File: config.mk
export PLATFORM = sky130hd
export DESIGN_NAME = lcd_bus_scheduler
export DESIGN_NICKNAME = d
export VERILOG_FILES = /design/src/rtl/lcd_bus_scheduler.sv
export SDC_FILE = /design/constraint.sdc
export NUM_CORES = 1
export LEC_CHECK = 0
export BUFFER_PORTS_ARGS = -buffer_cell sky130_fd_sc_hd__buf_4
export CAP_MARGIN = 20
export CORE_UTILIZATION = 55
export DETAILED_ROUTE_END_ITERATION = 7
export PLACE_DENSITY_LB_ADDON = 0.3
export SYNTH_ARGS = -nofsm -noshare
export SYNTH_HDL_FRONTEND = slang
export SYNTH_SLANG_ARGS = --single-unit
File: constraint.sdc
create_clock -name clk -period 2.7 [get_ports clk]
set_clock_uncertainty 0.1 [all_clocks]
set_input_delay 0.27 -clock clk [delete_from_list [all_inputs] [get_ports clk]]
set_output_delay 0.27 -clock clk [all_outputs]
set_load 0.02 [all_outputs]
File: src/rtl/lcd_bus_scheduler.sv
// Purpose : shares an HD44780-style character-LCD write bus between two clients and
//           runs the power-up wait plus the fixed init command list after reset.
// Latency : acceptance in cycle t -> bus valid t+1, E high from t+1+SETUP_CYC for
//           E_PW_CYC cycles, IDLE again after the hold and the post-command wait.
// Backpressure: reqN_ready is combinational, high only in IDLE after init, for one winner.
// Ports   : clk, rst (sync, active high); req0_*/req1_* valid/rs/data/ready client
//           handshakes; RS, RW (tied 0), E, data drive the LCD pins; init_done is
//           sticky until reset; busy is high whenever the sequencer is not idle.
// Config  : define LCD_SCHED_RR_EN for round-robin arbitration; without it client 0
//           has fixed priority and the round-robin pointer does not exist.
module lcd_bus_scheduler #(
    parameter int SETUP_CYC     = 4,
    parameter int E_PW_CYC      = 25,
    parameter int CMD_WAIT_CYC  = 2500,
    parameter int LONG_WAIT_CYC = 100000,
    parameter int PWRUP_CYC     = 2500000
) (
    input  logic       clk,
    input  logic       rst,
    input  logic       req0_valid,
    input  logic       req0_rs,
    input  logic [7:0] req0_data,
    output logic       req0_ready,
    input  logic       req1_valid,
    input  logic       req1_rs,
    input  logic [7:0] req1_data,
    output logic       req1_ready,
    output logic       RS,
    output logic       RW,
    output logic       E,
    output logic [7:0] data,
    output logic       init_done,
    output logic       busy
);

    localparam int MAX_A   = (SETUP_CYC > E_PW_CYC) ? SETUP_CYC : E_PW_CYC;
    localparam int MAX_B   = (CMD_WAIT_CYC > LONG_WAIT_CYC) ? CMD_WAIT_CYC : LONG_WAIT_CYC;
    localparam int MAX_C   = (MAX_A > MAX_B) ? MAX_A : MAX_B;
    localparam int MAX_CYC = (MAX_C > PWRUP_CYC) ? MAX_C : PWRUP_CYC;
    localparam int CNT_W   = $clog2(MAX_CYC) + 1;

    localparam logic [CNT_W-1:0] SETUP_LD = CNT_W'(SETUP_CYC - 1);
    localparam logic [CNT_W-1:0] EPW_LD   = CNT_W'(E_PW_CYC - 1);
    localparam logic [CNT_W-1:0] CMD_LD   = CNT_W'(CMD_WAIT_CYC - 1);
    localparam logic [CNT_W-1:0] LONG_LD  = CNT_W'(LONG_WAIT_CYC - 1);
    localparam logic [CNT_W-1:0] PWRUP_LD = CNT_W'(PWRUP_CYC - 1);

    localparam logic [2:0] LAST_IDX = 3'd6;

    typedef enum logic [2:0] {
        ST_PWRUP,
        ST_INIT_LOAD,
        ST_SETUP,
        ST_PULSE,
        ST_HOLD,
        ST_WAIT,
        ST_IDLE
    } state_t;

    state_t           state_q, state_d;
    logic [CNT_W-1:0] cnt_q, cnt_d;
    logic [2:0]       idx_q, idx_d;
    logic             rs_q, rs_d;
    logic [7:0]       data_q, data_d;
    logic             e_q, e_d;
    logic             done_q, done_d;
    logic             grant0, grant1;
    logic             cnt_zero;
    logic             long_cmd;

    // Fixed 8-bit interface init list: function set x3, 8-bit/2-line, display on,
    // clear, entry mode.
    function automatic logic [7:0] init_cmd(input logic [2:0] i);
        case (i)
            3'd0, 3'd1, 3'd2: init_cmd = 8'h30;
            3'd3:             init_cmd = 8'h38;
            3'd4:             init_cmd = 8'h0C;
            3'd5:             init_cmd = 8'h01;
            3'd6:             init_cmd = 8'h06;
            default:          init_cmd = 8'h00;
        endcase
    endfunction

`ifdef LCD_SCHED_RR_EN
    // ptr_q == 0 favours client 0 on a tie, 1 favours client 1.
    logic ptr_q, ptr_d;
    assign grant0 = req0_valid && (!req1_valid || !ptr_q);
    assign grant1 = req1_valid && (!req0_valid ||  ptr_q);
`else
    assign grant0 = req0_valid;
    assign grant1 = req1_valid && !req0_valid;
`endif

    assign cnt_zero = (cnt_q == '0);
    // Clear (01) and return-home (02/03) need the long execution wait.
    assign long_cmd = !rs_q && (data_q[7:2] == 6'b0);

    always_comb begin
        state_d    = state_q;
        cnt_d      = cnt_q;
        idx_d      = idx_q;
        rs_d       = rs_q;
        data_d     = data_q;
        e_d        = e_q;
        done_d     = done_q;
        req0_ready = 1'b0;
        req1_ready = 1'b0;
`ifdef LCD_SCHED_RR_EN
        ptr_d      = ptr_q;
`endif
        case (state_q)
            ST_PWRUP: begin
                if (cnt_zero) begin
                    // The init entry is put on the bus as INIT_LOAD is entered, so
                    // INIT_LOAD itself is the first setup cycle of that transfer.
                    state_d = ST_INIT_LOAD;
                    rs_d    = 1'b0;
                    data_d  = init_cmd(idx_q);
                    cnt_d   = SETUP_LD;
                end else begin
                    cnt_d = cnt_q - 1'b1;
                end
            end
            ST_INIT_LOAD: begin
                // Counting continues from the value loaded on entry, so the whole
                // setup phase still spans SETUP_CYC cycles.
                if (cnt_zero) begin
                    state_d = ST_PULSE;
                    e_d     = 1'b1;
                    cnt_d   = EPW_LD;
                end else begin
                    state_d = ST_SETUP;
                    cnt_d   = cnt_q - 1'b1;
                end
            end
            ST_SETUP: begin
                if (cnt_zero) begin
                    state_d = ST_PULSE;
                    e_d     = 1'b1;
                    cnt_d   = EPW_LD;
                end else begin
                    cnt_d = cnt_q - 1'b1;
                end
            end
            ST_PULSE: begin
                if (cnt_zero) begin
                    state_d = ST_HOLD;
                    e_d     = 1'b0;
                    cnt_d   = SETUP_LD;
                end else begin
                    cnt_d = cnt_q - 1'b1;
                end
            end
            ST_HOLD: begin
                if (cnt_zero) begin
                    state_d = ST_WAIT;
                    cnt_d   = long_cmd ? LONG_LD : CMD_LD;
                end else begin
                    cnt_d = cnt_q - 1'b1;
                end
            end
            ST_WAIT: begin
                if (cnt_zero) begin
                    // Before init_done every transfer is an init entry.
                    if (!done_q && (idx_q != LAST_IDX)) begin
                        state_d = ST_INIT_LOAD;
                        idx_d   = idx_q + 3'd1;
                        rs_d    = 1'b0;
                        data_d  = init_cmd(idx_q + 3'd1);
                        cnt_d   = SETUP_LD;
                    end else begin
                        state_d = ST_IDLE;
                        done_d  = 1'b1;
                    end
                end else begin
                    cnt_d = cnt_q - 1'b1;
                end
            end
            ST_IDLE: begin
                if (done_q && grant0) begin
                    req0_ready = 1'b1;
                    state_d    = ST_SETUP;
                    rs_d       = req0_rs;
                    data_d     = req0_data;
                    cnt_d      = SETUP_LD;
`ifdef LCD_SCHED_RR_EN
                    ptr_d      = 1'b1;
`endif
                end else if (done_q && grant1) begin
                    req1_ready = 1'b1;
                    state_d    = ST_SETUP;
                    rs_d       = req1_rs;
                    data_d     = req1_data;
                    cnt_d      = SETUP_LD;
`ifdef LCD_SCHED_RR_EN
                    ptr_d      = 1'b0;
`endif
                end
            end
            default: begin
                state_d = ST_PWRUP;
                cnt_d   = PWRUP_LD;
            end
        endcase
    end

    always_ff @(posedge clk) begin
        if (rst) begin
            state_q <= ST_PWRUP;
            cnt_q   <= PWRUP_LD;
            idx_q   <= 3'd0;
            rs_q    <= 1'b0;
            data_q  <= 8'h00;
            e_q     <= 1'b0;
            done_q  <= 1'b0;
`ifdef LCD_SCHED_RR_EN
            ptr_q   <= 1'b0;
`endif
        end else begin
            state_q <= state_d;
            cnt_q   <= cnt_d;
            idx_q   <= idx_d;
            rs_q    <= rs_d;
            data_q  <= data_d;
            e_q     <= e_d;
            done_q  <= done_d;
`ifdef LCD_SCHED_RR_EN
            ptr_q   <= ptr_d;
`endif
        end
    end

    assign RS        = rs_q;
    assign RW        = 1'b0;
    assign E         = e_q;
    assign data      = data_q;
    assign init_done = done_q;
    assign busy      = (state_q != ST_IDLE);

endmodule

==> results of run 1 <==
layout make-up:
class / instances / area, um2 / area share
clock buffers: 6 / 72.6 / 0.0235
clock inverters: 2 / 35.0 / 0.0114
inverters: 14 / 52.6 / 0.0170
multi-input cells: 251 / 1690 / 0.546
well taps: 52 / 65.1 / 0.0211
flip-flops and latches: 40 / 801 / 0.260
repair buffers: 48 / 373 / 0.121
cells by family after synthesis:
| kind of cell | after synthesis | share of synthesized area |
|---|---|---|
| compound gates | 117 | 0.326 |
| xor+xnor | 3 | 0.00999 |
| fa+ha+maj | 8 | 0.0381 |
| buf+inv | 34 | 0.0604 |
| flops | 40 | 0.304 |
| mux | 4 | 0.0167 |
| other cells | 1 | 0.00143 |
| simple gates | 118 | 0.243 |
power groups by stage:
stage                     registers [mW]  logic (mW)  clock network [mW]
after CTS                          0.597      0.0536               0.500
after global placement             0.611      0.0523                   0
after global routing               0.598      0.0586               0.526
after detailed placement           0.611      0.0538                   0
final                              0.597      0.0537               0.491
after floorplan                    0.610      0.0221                   0
state kept, by name, indices dropped and copies added, names as in the netlist:
register	count
cnt_q	23
state_q	3
data	8
idx_q	3
RS	1
E	1
init_done	1
worst register-to-register path, delay by kind of cell (launching register included):
kind                   cells  cell delay, ns
buffers and inverters      2            0.28
flip-flops                 1            0.35
AO/OA/AOI/OAI              2            0.60
AND/OR/NAND/NOR            2            1.03
per-layer routing:
layer | track usage | share of wire | vias up
met1 | 0.381 | 0.44 | 1263
met5 | 0 | 0 | -
met2 | 0.450 | 0.46 | 124
met4 | 0.0933 | 0.015 | 0
li1 | - | - | 1311
met3 | 0.0769 | 0.084 | 10
synth_stat cells, drive strengths merged (2+ instances only):
library cell / number
dfxtp: 40
nand2: 26
nor2: 25
a21oi: 24
o21ai: 19
nor3: 15
clkbuf: 14
inv: 14
a211oi: 10
a31oi: 10
ha: 8
nor4: 8
nand3: 7
a32oi: 6
buf: 6
o31ai: 6
a311oi: 5
nand2b: 4
nand3b: 4
nand4: 4
o211ai: 4
or2: 4
a21boi: 3
a21o: 3
a221o: 3
a22oi: 3
and3: 3
mux2: 3
nor2b: 3
o22ai: 3
or3: 3
or4: 3
a211o: 2
a221oi: 2
and2: 2
nor4b: 2
o311ai: 2
o31a: 2
xor2: 2
stage by stage:
stage / hold WS [ns] / setup slack (ns) / std cells / util
final: 0.142 / 0.253 / 413 / 0.689
after global routing: 0.143 / 0.131 / 413 / 0.689
after CTS: 0.136 / 0.248 / 413 / 0.686
after detailed placement: 0.365 / 0.279 / 405 / 0.662
after global placement: 0.345 / 0.287 / 405 / 0.662
after floorplan: 0.312 / 0.338 / 325 / -
worst max path at each step:
stage / start / to / slack, ns / depth (start not counted)
2_1_floorplan: cnt_q[0]$_SDFFE_PP1P_ / cnt_q[5]$_SDFFE_PP0P_ / 0.34 / 9
3_3_place_gp: cnt_q[0]$_SDFFE_PP1P_ / cnt_q[17]$_SDFFE_PP1P_ / 0.29 / 9
3_5_place_dp: cnt_q[18]$_SDFFE_PP1P_ / cnt_q[5]$_SDFFE_PP0P_ / 0.28 / 6
4_1_cts: cnt_q[0]$_SDFFE_PP1P_ / data[3]$_SDFFE_PP0P_ / 0.25 / 9
5_1_grt: cnt_q[0]$_SDFFE_PP1P_ / cnt_q[6]$_SDFFE_PP0P_ / 0.13 / 9
6_report: cnt_q[18]$_SDFFE_PP1P_ / cnt_q[5]$_SDFFE_PP0P_ / 0.25 / 6
==> metrics, run 1 <==
failing checks DRC; Sw Share 0.216; most frequently used flop master after synthesis dfxtp_1; unrepaired setup endpoints after global routing no; Synth area leaders dfxtp_1, a21oi_1, ha_1; Top Family by Delay on Critical Path simple AND/OR/NAND/NOR gates; power per cell area 370 mW/mm2; antenna violations before repair 0; Final nets 390; count of flip-flops with a built-in enable after synthesis 0; height of the chip 71.2 um; highest-count cells in the layout ignoring fill and taps buf_4, dfxtp_1, nand2_1, nor2_1, a21oi_1; Worst Setup Path Type register to register; starting density of the core 0.588; Num CTS Buffers 5; Yosys warning total 0; depth of the worst register-to-register path 6; total number of vias 2708; slowest library cell on the worst path or4_4; CP bufs+invs 2; flops & latches, synth 40; post-cts sizing count 0; register area share after synthesis 0.304; root buffer cell clkbuf_8; share of power burned in the clock network 0.430; Leak Pwr 1.14 nW; Post-Synthesis Net Count 355; ys async rst share 0; Pins Over Slew Limit 0; depth of the worst hold-timing path 3; CTS clock-pin slew for the worst setup and hold paths 0.09 ns; post-CTS setup buffer count 0; worst supply voltage drop on vdd 0.345 mV; core area 0.00447 mm2; Worst R2R Setup Slack 0.25 ns; post-route antenna net violation count 0; status finished with violations; global-route wire length before repair 11.6 mm; Min-Delay Endpoint data[1]$_SDFFE_PP0P_; Port Buf Inserts 35; netlist area before placement 0.00263 mm2; top cell type's share of synthesized area 0.304; # DRC 4; net load switching power 246 uW; capture point of the worst reg-to-reg path cnt_q[5]$_SDFFE_PP0P_; arrival time at the worst endpoint 2.56 ns; clock network latency to the later pin of the worst-skew pair 0.30 ns; highest achievable clock rate 409 MHz; synthesized netlist cell count 325; remaining global-route overflow 0; detailed placement HPWL 4.99 mm; Maximum Capacitance Violations 0; number of buffers on the longest clock path 2; number of distinct library cells after synthesis 69; wire length reported by the detailed router 6.99 mm; required time of the critical path 2.81 ns; area enclosed by the die boundary 0.00506 mm2; Placement Cell Area 0.00296 mm2; post-layout power 1.14 mW; horizontal extent of the die 71.2 um; origin of the worst min-delay path req1_data[1]; P_int 896 uW; number of fillers in the final layout 364; site row count 24; worst stage delay on the critical path 0.61 ns; total of endpoints with negative setup slack in the final report 0; combinational cell fraction of total power 0.047; overall global routing resource usage 0.286; Slew Limit Headroom 0.468; most common library cell in the layout ignoring fill and taps buf_4; Pre-Repair DR Iteration Count 7; # diodes 0; Worst Hold Class input port to register; largest net degree at the start of global routing 33; hold bufs inserted after CTS 0; Routability Congestion 0.876; Syn Area/Cell 8.09 um2; number of vias per cell 6.56; TritonCTS clock tree yes; routed wirelength normalized by instance count 16.9 um; final setup TNS 0 ns; final worst path period need 2.45 ns; fraction of layout cells with a size suffix above 1 0.216; vias in the first global route 2465; sequential cell fraction of total power 0.523; number of DRC violations after detailed-routing iteration 0 262; Syn-to-layout area delta 17.3%; worst reg2reg path startpoint cnt_q[18]$_SDFFE_PP1P_; startpoint types register; depth of the CTS H-tree 2; final cycle utilization of the critical path 0.906; Setup crit end kind register; cell area after layout 0.00308 mm2; I/O Pins 37; area leader, netlist dfxtp_1; Final Hold Vio Count 0; number of clock sinks 40; maximum fanout along the worst path 21; worst-path cell chain or3_4, or4_4, o31ai_4, buf_12, inv_2, a311oi_2; Worst Max-Slew Pin Slew 0.790 ns
(Power assumes the default switching activity.)
==> inputs of run 2 (changes only) <==
- PLACE_DENSITY: not set -> 0.77
- PLACE_DENSITY_LB_ADDON: 0.3 -> not set
==> metrics, run 2 (synthesis results as in run 1) <==
post-CTS setup buffer count 0; antenna violations before repair 0; final setup TNS 0 ns; hold bufs inserted after CTS 0; highest achievable clock rate 399 MHz; Slew Limit Headroom 0.468; Final Hold Vio Count 0; TritonCTS clock tree yes; clock network latency to the later pin of the worst-skew pair 0.31 ns; # DRC 5; root buffer cell clkbuf_8; final-layout worst hold slack 0.138 ns; largest net degree at the start of global routing 33; routed wirelength normalized by instance count 17.0 um; area enclosed by the die boundary 0.00506 mm2; failing checks DRC; # placed instances 407; Most flops, register cnt_q; Pre-Repair DR Iteration Count 8; Finished Layout Cells 415; # diodes 0; post-cts sizing count 0; maximum fanout along the worst path 21; detailed placement HPWL 4.87 mm; number of vias per cell 6.66; fraction of layout cells with a size suffix above 1 0.220; Num CTS Buffers 5; Port Buf Inserts 35; Setup crit end kind register; Pins Over Slew Limit 0; total number of vias 2764; Routability Congestion 0.891; depth of the CTS H-tree 2; Worst Setup Path Type register to register; horizontal extent of the die 71.2 um; most common library cell in the layout ignoring fill and taps buf_4; startpoint types register; worst supply voltage drop on vdd 0.293 mV; Syn-to-layout area delta 19.2%; post-layout power 1.34 mW; arrival time at the worst endpoint 2.63 ns; CP bufs+invs 2; post-route antenna net violation count 0; number of DRC violations after detailed-routing iteration 0 294; worst stage delay on the critical path 0.60 ns; max FFs per register 23; final cycle utilization of the critical path 0.928; required time of the critical path 2.83 ns; global-route wire length before repair 11.3 mm; total of endpoints with negative setup slack in the final report 0; core area 0.00447 mm2; I/O Pins 37; number of clock sinks 40; highest-count cells in the layout ignoring fill and taps buf_4, dfxtp_1, nand2_1, nor2_1, a21oi_1; number of buffers on the longest clock path 2; site row count 24; slowest library cell on the worst path or4_4; CTS clock-pin slew for the worst setup and hold paths 0.09 ns; Maximum Capacitance Violations 0; vias in the first global route 2436; wire length reported by the detailed router 7.05 mm; Top Family by Delay on Critical Path simple AND/OR/NAND/NOR gates; power per cell area 427 mW/mm2; unrepaired setup endpoints after global routing no; Final nets 392; worst-path cell chain or3_4, or4_4, o31ai_4, buf_4, inv_2, a311oi_2; height of the chip 71.2 um; Worst Max-Slew Pin Slew 0.790 ns; status finished with violations; remaining global-route overflow 0; overall global routing resource usage 0.283; Leak Pwr 1.18 nW; final worst path period need 2.51 ns; starting density of the core 0.588; Worst Hold Class input port to register
==> run 2: cell types whose count changed in the layout (fill, tap and decap cells not counted), sizes merged <==
| cell | previous run | this run |
|---|---|---|
| bufinv | 1 | 3 |
| clkbuf | 6 | 5 |
| clkinv | 1 | 0 |
| buf | 48 | 50 |
==> run 2: path summary, 6_finish.rpt <==
path	start	end	slack (ns)	cells past startpoint
setup / recovery	cnt_q[18]$_SDFFE_PP1P_	cnt_q[5]$_SDFFE_PP0P_	0.19	6
hold / removal	req1_data[1]	data[1]$_SDFFE_PP0P_	0.14	3
setup reg to reg	cnt_q[18]$_SDFFE_PP1P_	cnt_q[5]$_SDFFE_PP0P_	0.19	6
hold reg to reg	cnt_q[22]$_SDFFE_PP0P_	cnt_q[22]$_SDFFE_PP0P_	0.38	2
==> run 2: metrics by stage <==
stage	utilization	setup slack, ns	cell area, um2
4_1_cts	0.701	0.217	3140
6_report	0.701	0.194	3140
3_5_place_dp	0.665	0.244	2980
5_1_grt	0.701	0.128	3140
2_1_floorplan	-	0.338	2630
3_3_place_gp	0.665	0.310	2980
==> run 2: final cells by class <==
type / count / area (um2)
inverter: 14 / 52.6
fill: 359 / 1340
multi-input combinational: 251 / 1670
clock inverter: 3 / 90.1
tap: 52 / 65.1
clock buffer: 5 / 68.8
timing repair buffer: 50 / 388
sequential: 40 / 801
==> run 2: power by group <==
part,switching [mW],total [mW],internal (mW)
Clock,0.225,0.687,0.463
Sequential,0.00405,0.597,0.593
Combinational,0.0266,0.0544,0.0278
==> run 2: per-layer routing <==
metal / wire length [um] / vias up / part of all wire / track usage
li1: - / 1319 / - / -
met1: 3200 / 1304 / 0.45 / 0.395
met2: 3220 / 127 / 0.46 / 0.441
met3: 519 / 14 / 0.074 / 0.0499
met4: 110 / 0 / 0.016 / 0.0978
met5: 0 / - / 0 / 0
==> run 2: worst min-delay path: cells and delay by family <==
family,cells,cell delay (ns)
AO/OA/AOI/OAI,1,0.07
buffers and inverters,1,0.11
AND/OR/NAND/NOR,1,0.05
